==> config.mk <==
export PLATFORM = sky130hd
export DESIGN_NAME = button_event_unit
export DESIGN_NICKNAME = d
export VERILOG_FILES = /design/src/rtl/button_event_unit.sv
export SDC_FILE = /design/constraint.sdc
export NUM_CORES = 1
export LEC_CHECK = 0
export BUFFER_PORTS_ARGS = -buffer_cell sky130_fd_sc_hd__buf_2
export CORE_UTILIZATION = 56
export CTS_CLUSTER_DIAMETER = 150
export DETAILED_ROUTE_END_ITERATION = 10
export GPL_TIMING_DRIVEN = 0
export PLACE_DENSITY = 0.77
export SYNTH_ARGS = -nofsm -noshare
export SYNTH_HDL_FRONTEND = slang
export SYNTH_SLANG_ARGS = --single-unit
==> constraint.sdc <==
create_clock -name CLK -period 2.35 [get_ports CLK]
set_input_delay 0.3525 -clock CLK [delete_from_list [all_inputs] [get_ports CLK]]
set_output_delay 0.3525 -clock CLK [all_outputs]
set_load 0.005 [all_outputs]
==> src/rtl/button_event_unit.sv <==
// Push-button conditioner: 2-flop synchroniser, press/release debounce FSM, pulse, sticky pending, press counter.
// Define BUTTON_ACTIVE_LOW_EN for pads that read 0 when pressed.
module button_event_unit #(
  parameter int DEBOUNCE_CYCLES = 50000,
  parameter int CNT_W           = 16
) (
  input  logic             CLK,
  input  logic             RST,
  input  logic             button_raw_i,
  input  logic             ack_i,
  output logic             button_level_o,
  output logic             press_pulse_o,
  output logic             pending_o,
  output logic [CNT_W-1:0] press_count_o
);

  localparam int DW = $clog2(DEBOUNCE_CYCLES);
  localparam logic [DW-1:0] LAST = DW'(DEBOUNCE_CYCLES - 1);

  typedef enum logic [1:0] {IDLE, PRESS_WAIT, PRESSED, RELEASE_WAIT} state_t;

  state_t        state;
  logic [DW-1:0] cnt;
  logic          pad;
  logic          sync_a;
  logic          sync;

`ifdef BUTTON_ACTIVE_LOW_EN
  assign pad = ~button_raw_i;
`else
  assign pad = button_raw_i;
`endif

  // Synchroniser holds the "pressed" polarity, so its released value is always 0.
  always_ff @(posedge CLK or negedge RST) begin
    if (!RST) begin
      sync_a <= 1'b0;
      sync   <= 1'b0;
    end else begin
      sync_a <= pad;
      sync   <= sync_a;
    end
  end

  always_ff @(posedge CLK or negedge RST) begin
    if (!RST) begin
      state          <= IDLE;
      cnt            <= '0;
      button_level_o <= 1'b0;
      press_pulse_o  <= 1'b0;
      pending_o      <= 1'b0;
      press_count_o  <= '0;
    end else begin
      press_pulse_o <= 1'b0;
      if (ack_i)
        pending_o <= 1'b0;
      case (state)
        IDLE: begin
          if (sync) begin
            state <= PRESS_WAIT;
            cnt   <= DW'(1);
          end else begin
            cnt <= '0;
          end
        end
        PRESS_WAIT: begin
          if (!sync) begin
            state <= IDLE;
            cnt   <= '0;
          end else if (cnt == LAST) begin
            // Later assignment wins over the ack clear above, so a press is never lost.
            state          <= PRESSED;
            cnt            <= '0;
            button_level_o <= 1'b1;
            press_pulse_o  <= 1'b1;
            pending_o      <= 1'b1;
            press_count_o  <= press_count_o + CNT_W'(1);
          end else begin
            cnt <= cnt + DW'(1);
          end
        end
        PRESSED: begin
          if (!sync) begin
            state <= RELEASE_WAIT;
            cnt   <= DW'(1);
          end else begin
            cnt <= '0;
          end
        end
        RELEASE_WAIT: begin
          if (sync) begin
            state <= PRESSED;
            cnt   <= '0;
          end else if (cnt == LAST) begin
            state          <= IDLE;
            cnt            <= '0;
            button_level_o <= 1'b0;
          end else begin
            cnt <= cnt + DW'(1);
          end
        end
        default: begin
          state <= IDLE;
          cnt   <= '0;
        end
      endcase
    end
  end

endmodule

==> impl_metrics.prom <==
# TYPE chip_impl_metric gauge
chip_impl_metric{name="n_antenna_cell",unit=""} 0
chip_impl_metric{name="drt-vias-per-instance",unit=""} 5.51
chip_impl_metric{name="fmax",unit="GHz"} 0.474
chip_impl_metric{name="synth.ff_latch_count",unit=""} 39
chip_impl_metric{name="hold_slack",unit="ps"} 86.6
chip_impl_metric{name="tritoncts_num_sinks",unit=""} 39
chip_impl_metric{name="initial_detailed_routing_violation_count",unit=""} 89
chip_impl_info{name="tritoncts",value="done"} 1
chip_impl_metric{name="post_synth_inst_count",unit=""} 170
chip_impl_metric{name="static-leakage-power",unit="nW"} 0.932
chip_impl_metric{name="cts.htree.levels",unit=""} 2
chip_impl_metric{name="total_placed_instance_area",unit="mm^2"} 0.00200
chip_impl_info{name="worst_r2r_startpoint",value="cnt[13]"} 1
chip_impl_metric{name="finish.instance_area",unit="mm^2"} 0.00205
chip_impl_metric{name="synth_sequential_area_ratio",unit="%"} 53.3
chip_impl_metric{name="first_pass_grt_wire_length",unit="um"} 5500
chip_impl_info{name="hold_path.class",value="in -> async"} 1
chip_impl_metric{name="num_io_pins",unit=""} 23
chip_impl_metric{name="syn_avg_cell_area",unit="um^2"} 10.8
chip_impl_metric{name="power_density",unit="mW/mm^2"} 517
chip_impl_metric{name="design.die.area",unit="mm^2"} 0.00350
chip_impl_metric{name="num_rows",unit=""} 20
chip_impl_info{name="yosys.area.top_type",value="sky130_fd_sc_hd__dfrtp_1"} 1
chip_impl_info{name="rsz0062_at_grt",value="no"} 1
chip_impl_metric{name="worst_pin_slew",unit="ps"} 824
chip_impl_info{name="post_synth_most_frequent_cells",value="sky130_fd_sc_hd__dfrtp_1, sky130_fd_sc_hd__xnor2_1, sky130_fd_sc_hd__nor2_1, sky130_fd_sc_hd__nand3_1, sky130_fd_sc_hd__nand4_1"} 1
chip_impl_metric{name="drive_gt1_share",unit="%"} 19.1
chip_impl_info{name="root_buffer",value="sky130_fd_sc_hd__clkbuf_4"} 1
chip_impl_metric{name="via_count",unit=""} 1338
chip_impl_metric{name="setup_total_neg_slack",unit="ps"} 0
chip_impl_metric{name="gp_congestion",unit=""} 0.767
chip_impl_metric{name="slew_violations",unit=""} 0
chip_impl_metric{name="yosysWarningCount",unit=""} 0
chip_impl_info{name="synthMostInstantiatedCell",value="sky130_fd_sc_hd__dfrtp_1"} 1
chip_impl_metric{name="worst_clock_skew",unit="ps"} 13.0
chip_impl_metric{name="drt-pass1-iter-count",unit=""} 4
chip_impl_metric{name="cts_hold_repair.buffers",unit=""} 0
chip_impl_metric{name="final_cell_count_no_fill",unit=""} 243
chip_impl_metric{name="post-route-min-period",unit="ps"} 2110
chip_impl_metric{name="netlist-cell-type-count",unit=""} 28
chip_impl_metric{name="peakVddDrop",unit="V"} 0.000368
chip_impl_metric{name="cts.repair_timing.setup_buffer_count",unit=""} 0
chip_impl_metric{name="final-setup-viol-count",unit=""} 0
chip_impl_metric{name="grt_start_max_net_pins",unit=""} 40
chip_impl_metric{name="total_area_of_multi_input_combinational_cells",unit="um^2"} 807
chip_impl_metric{name="grt_antenna_before_repair",unit=""} 0
chip_impl_metric{name="relSlewSlack",unit="%"} 45.1
chip_impl_info{name="critical_path.startpoint_type",value="register"} 1
chip_impl_metric{name="asyncSetResetFlopFracSynth",unit="%"} 100
chip_impl_metric{name="wl",unit="um"} 3200
chip_impl_metric{name="netlist.area_leader.share",unit="%"} 53.3
chip_impl_metric{name="report.final.hold_viol_count",unit=""} 0
chip_impl_info{name="critical_path.endpoint_type",value="register"} 1
chip_impl_metric{name="layout.filler_cells",unit=""} 245
chip_impl_metric{name="pre_cts_ws",unit="ps"} 245
chip_impl_metric{name="ant_nets",unit=""} 0
chip_impl_metric{name="worst_skew_pair.late_latency",unit="ps"} 350
chip_impl_metric{name="routed_wire_length_per_instance",unit="um"} 13.2
chip_impl_metric{name="final_net_count",unit=""} 205
chip_impl_metric{name="maxCapViolCount",unit=""} 0
chip_impl_metric{name="clk_pin_slew",unit="ps"} 120
chip_impl_metric{name="initial_utilization",unit="%"} 59.5
chip_impl_info{name="crit_type",value="reg -> reg"} 1
chip_impl_metric{name="layout_area_overhead",unit="%"} 12.1
chip_impl_metric{name="dieHeight",unit="um"} 59.2
chip_impl_metric{name="fin_util",unit="%"} 66.7
chip_impl_metric{name="cts_inserted_buffers",unit=""} 5
chip_impl_metric{name="cp_data_arrival_time",unit="ps"} 2340
chip_impl_metric{name="core",unit="mm^2"} 0.00308
chip_impl_metric{name="synth_enable_flop_cells",unit=""} 0
chip_impl_metric{name="globalRouteOverflowTotal",unit=""} 0
chip_impl_metric{name="worst-path-max-fanout",unit=""} 4
chip_impl_metric{name="post_synthesis_net_count",unit=""} 176
chip_impl_info{name="synth_ff_type",value="sky130_fd_sc_hd__dfrtp_1"} 1
chip_impl_info{name="synth_top_area_cells",value="sky130_fd_sc_hd__dfrtp_1, sky130_fd_sc_hd__xnor2_1, sky130_fd_sc_hd__nor2_1"} 1
chip_impl_metric{name="post_cts_resize_count",unit=""} 0
chip_impl_metric{name="cts-root-to-sink-buffers",unit=""} 2
chip_impl_metric{name="final.setup.worst_slack",unit="ps"} 241
chip_impl_info{name="status",value="finished, final reports clean"} 1
chip_impl_metric{name="post-layout-total-power",unit="mW"} 1.06
chip_impl_metric{name="dp_cells",unit=""} 236
chip_impl_metric{name="critPathRequiredTime",unit="ps"} 2580
chip_impl_metric{name="drt_drc_violations_left",unit=""} 0
chip_impl_metric{name="place.detailed.hpwl",unit="um"} 2300
chip_impl_info{name="critical_path.startpoint",value="cnt[13]"} 1
chip_impl_metric{name="netlist_area",unit="mm^2"} 0.00183
chip_impl_metric{name="ff_latch_area",unit="um^2"} 976
chip_impl_metric{name="first_global_vias",unit=""} 1192
chip_impl_metric{name="fin_crit_sh",unit="%"} 89.7
chip_impl_metric{name="die_width",unit="um"} 59.2
chip_impl_metric{name="grt_util_all_layers",unit="%"} 21.5
chip_impl_metric{name="port_buffers",unit=""} 22
==> worst max-delay path, cell delays in order (launching register included) <==
cell                      delay (ps)
sky130_fd_sc_hd__dfrtp_1         440
sky130_fd_sc_hd__or4_4           610
sky130_fd_sc_hd__nor4_2          320
sky130_fd_sc_hd__and2_1          190
sky130_fd_sc_hd__buf_4           130
sky130_fd_sc_hd__mux2_1          310
==> report_power, final <==
part | switching, mW | internal, mW
Combinational | 0.0239 | 0.00808
Sequential | 0.00460 | 0.676
Clock | 0.211 | 0.139
==> cells in the final DEF, fill, tap and decap left out, drive strengths merged <==
| cell type | netlist | routed |
|---|---|---|
| a21o | 1 | 1 |
| and2 | 1 | 1 |
| and3 | 3 | 3 |
| buf | 2 | 24 |
| clkbuf | 1 | 7 |
| clkinv | 0 | 1 |
| dfrtp | 39 | 39 |
| ha | 2 | 2 |
| inv | 8 | 8 |
| mux2 | 1 | 1 |
| mux2i | 1 | 1 |
| nand2 | 9 | 9 |
| nand2b | 1 | 1 |
| nand3 | 14 | 14 |
| nand3b | 1 | 1 |
| nand4 | 11 | 11 |
| nand4b | 1 | 1 |
| nand4bb | 1 | 1 |
| nor2 | 23 | 23 |
| nor2b | 1 | 1 |
| nor3 | 6 | 6 |
| nor4 | 9 | 9 |
| o21a | 1 | 1 |
| o21ai | 2 | 2 |
| or4 | 1 | 1 |
| xnor2 | 27 | 27 |
| xor2 | 3 | 3 |
==> routing by layer <==
layer	track usage (%)	part of all wire, %	wire (um)
met4	8.50	1.5	49
met5	0	0	0
met3	6.55	5.0	159
met1	29.7	45	1450
met2	31.6	48	1540
==> path summary, 6_finish.rpt <==
kind,endpoint,slack [ps],cells past startpoint
min in group CLK,sync_a,110,1
max in group asynchronous,press_count_o[1],1740,1
worst max-delay path,press_count_o[1],240,5
worst max register to register,press_count_o[1],240,5
worst min-delay path,press_count_o[10],90,1
worst min register to register,sync,360,0
==> sequential cells by signal, summed over array words and instances, names as in the netlist, named ones only <==
register and flops:
cnt 16, press_count_o 16, button_level_o 1, pending_o 1
press_pulse_o 1, state 1, sync 1, sync_a 1
==> cells by family after synthesis <==
family | synth area share, %
flops | 53.3
buf+inv | 2.66
fa+ha+maj | 1.37
compound gates | 1.37
simple gates | 25.8
mux | 1.16
xor+xnor | 14.3
==> final cells by class <==
type,count,area share (%)
sequential,39,47.5
multi-input combinational,120,39.3
timing repair buffer,22,5.36
tap,44,2.68
clock buffer,6,2.50
inverter,8,1.46
buffer,3,0.914
clock inverter,1,0.244
Note: power is estimated with default switching activity, not from simulation.
